--- src/rtl/mem_stage_sram.sv ---
// Memory stage: 32-bit loads/stores as two 16-bit SRAM half-word accesses. Optional MEM_ALIGN_CHECK_EN rejects bad addresses.
// Latency: 2*WAIT_CYCLES+1 frozen cycles plus one DONE cycle per access; non-memory instructions add none.
// Backpressure: freeze stalls every upstream register while an access is in flight; MEM/WB loads only when it is low.
module mem_stage_sram #(
  parameter int BASE_ADDR   = 1024,
  parameter int WAIT_CYCLES = 1
) (
  input  logic        clk,
  input  logic        rst,
  input  logic        WB_ENIn,
  input  logic        MEM_R_ENIn,
  input  logic        MEM_W_ENIn,
  input  logic [31:0] ALU_ResIn,
  input  logic [31:0] Val_RmIn,
  input  logic [3:0]  DestIn,
  output logic        WB_ENOut,
  output logic        MEM_R_ENOut,
  output logic [31:0] ALU_ResOut,
  output logic [3:0]  DestOut,
  output logic [31:0] memDataOut,
  output logic        freeze,
  output logic        misalignErr,
  output logic [17:0] sramAddr,
  output logic [15:0] sramWData,
  input  logic [15:0] sramRData,
  output logic        sramWE_N,
  output logic        sramOE_N
);

  localparam logic [1:0] S_IDLE = 2'd0;
  localparam logic [1:0] S_LOW  = 2'd1;
  localparam logic [1:0] S_HIGH = 2'd2;
  localparam logic [1:0] S_DONE = 2'd3;

  logic [1:0]  state;
  logic [1:0]  state_nxt;
  logic [7:0]  wait_cnt;
  logic [15:0] lo_stage;
  logic [15:0] lo_reg;
  logic [15:0] hi_reg;
  logic        req;
  logic        is_wr;
  logic        is_rd;
  logic        bad_addr;
  logic        last_cyc;
  logic        in_access;
  logic [16:0] word_idx;

  assign req       = MEM_R_ENIn | MEM_W_ENIn;
  assign is_wr     = MEM_W_ENIn;
  assign is_rd     = MEM_R_ENIn & ~MEM_W_ENIn;
  assign word_idx  = 17'((ALU_ResIn - 32'(BASE_ADDR)) >> 2);
  assign last_cyc  = (wait_cnt == 8'(WAIT_CYCLES - 1));
  assign in_access = (state == S_LOW) || (state == S_HIGH);

`ifdef MEM_ALIGN_CHECK_EN
  logic err_q;

  assign bad_addr = (ALU_ResIn[1:0] != 2'b00) || (ALU_ResIn < 32'(BASE_ADDR));

  // err_q is set on the IDLE->DONE shortcut, so it is only high while in that DONE.
  always_ff @(posedge clk or negedge rst) begin
    if (!rst) begin
      err_q <= 1'b0;
    end else begin
      err_q <= (state == S_IDLE) && req && bad_addr;
    end
  end

  assign misalignErr = (state == S_DONE) && err_q;
`else
  assign bad_addr    = 1'b0;
  assign misalignErr = 1'b0;
`endif

  always_comb begin
    state_nxt = state;
    case (state)
      S_IDLE:  if (req) state_nxt = bad_addr ? S_DONE : S_LOW;
      S_LOW:   if (last_cyc) state_nxt = S_HIGH;
      S_HIGH:  if (last_cyc) state_nxt = S_DONE;
      S_DONE:  state_nxt = S_IDLE;
      default: state_nxt = S_IDLE;
    endcase
  end

  always_ff @(posedge clk or negedge rst) begin
    if (!rst) begin
      state    <= S_IDLE;
      wait_cnt <= 8'd0;
    end else begin
      state <= state_nxt;
      if ((state_nxt != state) || !in_access) begin
        wait_cnt <= 8'd0;
      end else begin
        wait_cnt <= wait_cnt + 8'd1;
      end
    end
  end

  // The low half is staged so memDataOut only changes when the whole word is in.
  always_ff @(posedge clk or negedge rst) begin
    if (!rst) begin
      lo_stage <= 16'd0;
      lo_reg   <= 16'd0;
      hi_reg   <= 16'd0;
    end else if (is_rd && last_cyc) begin
      if (state == S_LOW) begin
        lo_stage <= sramRData;
      end else if (state == S_HIGH) begin
        hi_reg <= sramRData;
        lo_reg <= lo_stage;
      end
    end
  end

  always_comb begin
    sramAddr  = 18'd0;
    sramWData = 16'd0;
    sramWE_N  = 1'b1;
    sramOE_N  = 1'b1;
    if (in_access) begin
      sramAddr = {word_idx, (state == S_HIGH)};
      if (is_wr) begin
        sramWE_N  = 1'b0;
        sramWData = (state == S_HIGH) ? Val_RmIn[31:16] : Val_RmIn[15:0];
      end else begin
        sramOE_N = 1'b0;
      end
    end
  end

  assign freeze      = ((state == S_IDLE) && req) || in_access;
  assign memDataOut  = {hi_reg, lo_reg};
  assign WB_ENOut    = WB_ENIn;
  assign MEM_R_ENOut = MEM_R_ENIn;
  assign ALU_ResOut  = ALU_ResIn;
  assign DestOut     = DestIn;

endmodule

--- config.mk ---
export PLATFORM = sky130hd
export DESIGN_NAME = mem_stage_sram
export DESIGN_NICKNAME = d
export VERILOG_FILES = /design/src/rtl/mem_stage_sram.sv
export SDC_FILE = /design/constraint.sdc
export NUM_CORES = 1
export LEC_CHECK = 0
export ABC_CLOCK_PERIOD_IN_PS = 5600
export CORE_UTILIZATION = 40
export DETAILED_ROUTE_END_ITERATION = 10
export PLACE_DENSITY = 0.82
export RECOVER_POWER = 25
export SLEW_MARGIN = 20
export SYNTH_ARGS = -nofsm -noshare
export SYNTH_HDL_FRONTEND = slang
export SYNTH_SLANG_ARGS = --single-unit
export TNS_END_PERCENT = 20
--- constraint.sdc ---
create_clock -name clk -period 5.6 [get_ports clk]
set_clock_uncertainty 0.1 [all_clocks]
set_input_delay 0.84 -clock clk [delete_from_list [all_inputs] [get_ports clk]]
set_output_delay 0.84 -clock clk [all_outputs]
set_load 0.01 [all_outputs]
==> impl_metrics.py <==
metrics = {
    "drt": {
        "antenna_left": 0,
        "drc": 0,
        "drtPass1Iterations": 4,
        "totalWireLength_mm": 7.498,
        "vias": 2438,
        "drt_iter0_drc": 84,
        "viasPerCell": 4.743,
        "avgRoutedWirePerCell_um": 14.59,
    },
    "final_layout": {
        "fillers": 656,
        "multi_input_area_um2": 1516,
        "n_antenna_cell": 0,
        "seq_area_um2": 1451,
        "drive_gt1_frac": 0.1711,
        "fin_util": 0.6054,
        "synthToLayoutAreaGrowth_pct": 47.45,
        "nets": 501,
        "design_area_um2": 4950,
    },
    "worst_setup_path": {
        "path_cells": "clkdlybuf4s50_1, nor4_1, nand3_1, xnor2_1, and2_1, clkdlybuf4s50_1",
        "end_kind": "output pin",
        "arrival_ns": 2.82,
        "cp_max_fo": 4,
        "critPathSlowestCell": "clkdlybuf4s50_1",
        "critPathRequiredTime_ns": 4.66,
        "crit_path_frequent_cell": "clkdlybuf4s50_1",
        "crit_type": "input port to output pin",
        "critPathMaxStageDelay_ns": 0.53,
        "start_kind": "input port",
    },
    "power_and_ir_drop": {
        "power_density_nw_per_um2": 510.4,
        "ir_drop_v": 0.0002265,
        "finalPower_mw": 2.526,
        "leakage_nw": 2.186,
    },
    "synthesis": {
        "syn_area_um2": 3357,
        "syn_inst": 285,
        "avgSynthCellArea_um2": 11.78,
        "yosysTopAreaCell": "dfrtp_1",
        "syn_nets": 382,
        "synth_common_cells": "dfrtp_1, buf_4, mux2_4",
        "synthArstFlopShare": 1.000,
        "synth.distinct_cells": 36,
        "synth_edf_count": 0,
        "synth_flop_cell": "dfrtp_1",
        "synth_top_area_frac": 0.4324,
        "yosysSeqAreaShare": 0.4324,
        "yosysMostFrequentCell": "dfrtp_1",
        "synth_seq_cells": 58,
        "yosysWarningCount": 0,
        "synth_top_cells_by_area": "dfrtp_1, mux2_4, buf_4",
    },
    "die": {
        "die_w_um": 93.61,
        "die_y_um": 93.61,
        "start_util": 0.4106,
        "die_area_um2": 8763,
        "ios": 197,
        "row_count": 33,
        "core_um2": 8175,
    },
    "clocking": {
        "cts_tree": "yes",
        "cts_resized": 0,
        "htreeDepth": 3,
        "cts_buffers": 9,
        "path_clk_slew_ns": 0.07,
        "cts.sinks": 58,
        "insertion_delay_ns": 0.33,
        "cts-root-buf": "clkbuf_8",
        "post_cts_buffers": 0,
        "cts_hold_buffers": 0,
        "cts_buffer_depth": 2,
    },
    "min_path": {
        "hold_path.class": "register to register",
    },
    "placed_design": {
        "post-place-ws_ns": 1.831,
        "gp_congestion": 0.7828,
        "place_area_um2": 4687,
        "dp_hpwl_mm": 5.511,
        "numPortBuffers": 155,
    },
    "sta": {
        "rsz0062_at_grt": "false",
        "slew_headroom": -1.020,
        "fin_crit_sh": 0.6717,
        "maxSlewViolCount": 59,
        "post-route-min-period_ns": 3.762,
        "hold_violations": 0,
        "worst_slew_pin_slew_ns": 3.030,
        "setup-tns-final_ns": 0,
        "finalWorstSetupSlack_ns": 1.838,
        "fmax_ghz": 0.2658,
        "finalSetupViolCount": 0,
    },
    "global_routing": {
        "grt_pass1_vias": 2520,
        "grt_antenna_before_repair": 0,
        "grt_pass1_wl_mm": 12.19,
        "grt_max_degree": 59,
        "grt_usage": 0.1788,
        "overflow": 0,
    },
    "run_status": {
        "violations": "capacitance limit, slew limit",
        "status": "complete, but fails checks",
    },
    "run": {
        "max-cap-violations": 1,
    },
}
cell families (layout without fill, tap and decap cells):
group	after synthesis	count (layout)	share of synthesized area
and+or+nand+nor	75	75	0.1226
buffers and inverters	56	180	0.1159
adders and majority gates	8	8	0.02982
DFF	58	58	0.4324
AOI/OAI and AO/OA	9	9	0.01938
xor gates and xnor gates	14	14	0.03653
muxes	64	64	0.2423
other	1	1	0.001117
stage by stage:
stage / cells / hold slack, ns
after floorplan: 285 / 0.3653
after global placement: 498 / 0.3816
after detailed placement: 498 / 0.3901
after CTS: 514 / 0.4064
after global routing: 514 / 0.4209
final: 514 / 0.4026
routing by layer:
| layer | vias to the layer above | share of wire | track usage |
|---|---|---|---|
| met5 | - | 0 | 0 |
| li1 | 1159 | - | - |
| met4 | 0 | 0.012 | 0.06282 |
| met3 | 20 | 0.059 | 0.06667 |
| met2 | 75 | 0.52 | 0.3058 |
| met1 | 1184 | 0.41 | 0.2042 |
layout make-up:
class / instances / share of cell area
Clock buffer: 11 / 0.02856
Clock inverter: 5 / 0.02528
Inverter: 7 / 0.005308
Multi-Input combinational cell: 171 / 0.3064
Sequential cell: 58 / 0.2932
Tap cell: 105 / 0.02654
Timing Repair Buffer: 157 / 0.3147
path summary, 6_finish.rpt:
path                                              start                      end  slack (ns)  depth (start not counted)
worst max-delay path                      ALU_ResIn[13]             sramAddr[17]        1.84                          6
worst min-delay path            lo_stage[8]$_DFFE_PN0P_    lo_reg[8]$_DFFE_PN0P_        0.40                          1
worst max register to register       state[0]$_DFF_PN0_   lo_reg[13]$_DFFE_PN0P_        2.99                          5
worst min register to register  lo_stage[8]$_DFFE_PN0P_    lo_reg[8]$_DFFE_PN0P_        0.40                          1
max in group asynchronous                           rst  lo_stage[0]$_DFFE_PN0P_        2.19                          2
min in group asynchronous                           rst    hi_reg[7]$_DFFE_PN0P_        1.50                          2
layout by cell type (no fill, tap or decap), types with 4 or more instances in the layout:
cell	instances
nand2_1	7
xnor2_1	8
nor3_1	8
nor2_1	27
and2_1	15
clkdlybuf4s50_1	154
dfrtp_1	58
ha_1	8
bufinv_16	4
mux2_4	30
xor2_1	6
clkbuf_8	10
nand3_1	4
mux2_2	18
mux2i_1	16
inv_1	7
power by group:
group          leakage, nW  internal [mW]  total [mW]  switching, mW
clock network        0.134          0.352       0.513          0.160
registers            0.726          0.598       0.701          0.103
logic                 1.33          0.790        1.31          0.523
critical path, delay by kind of cell:
family,cells,cell delay [ns]
xor gates and xnor gates,1,0.16
and+or+nand+nor,3,0.81
buffers and inverters,2,1.01
(Power assumes the default switching activity.)
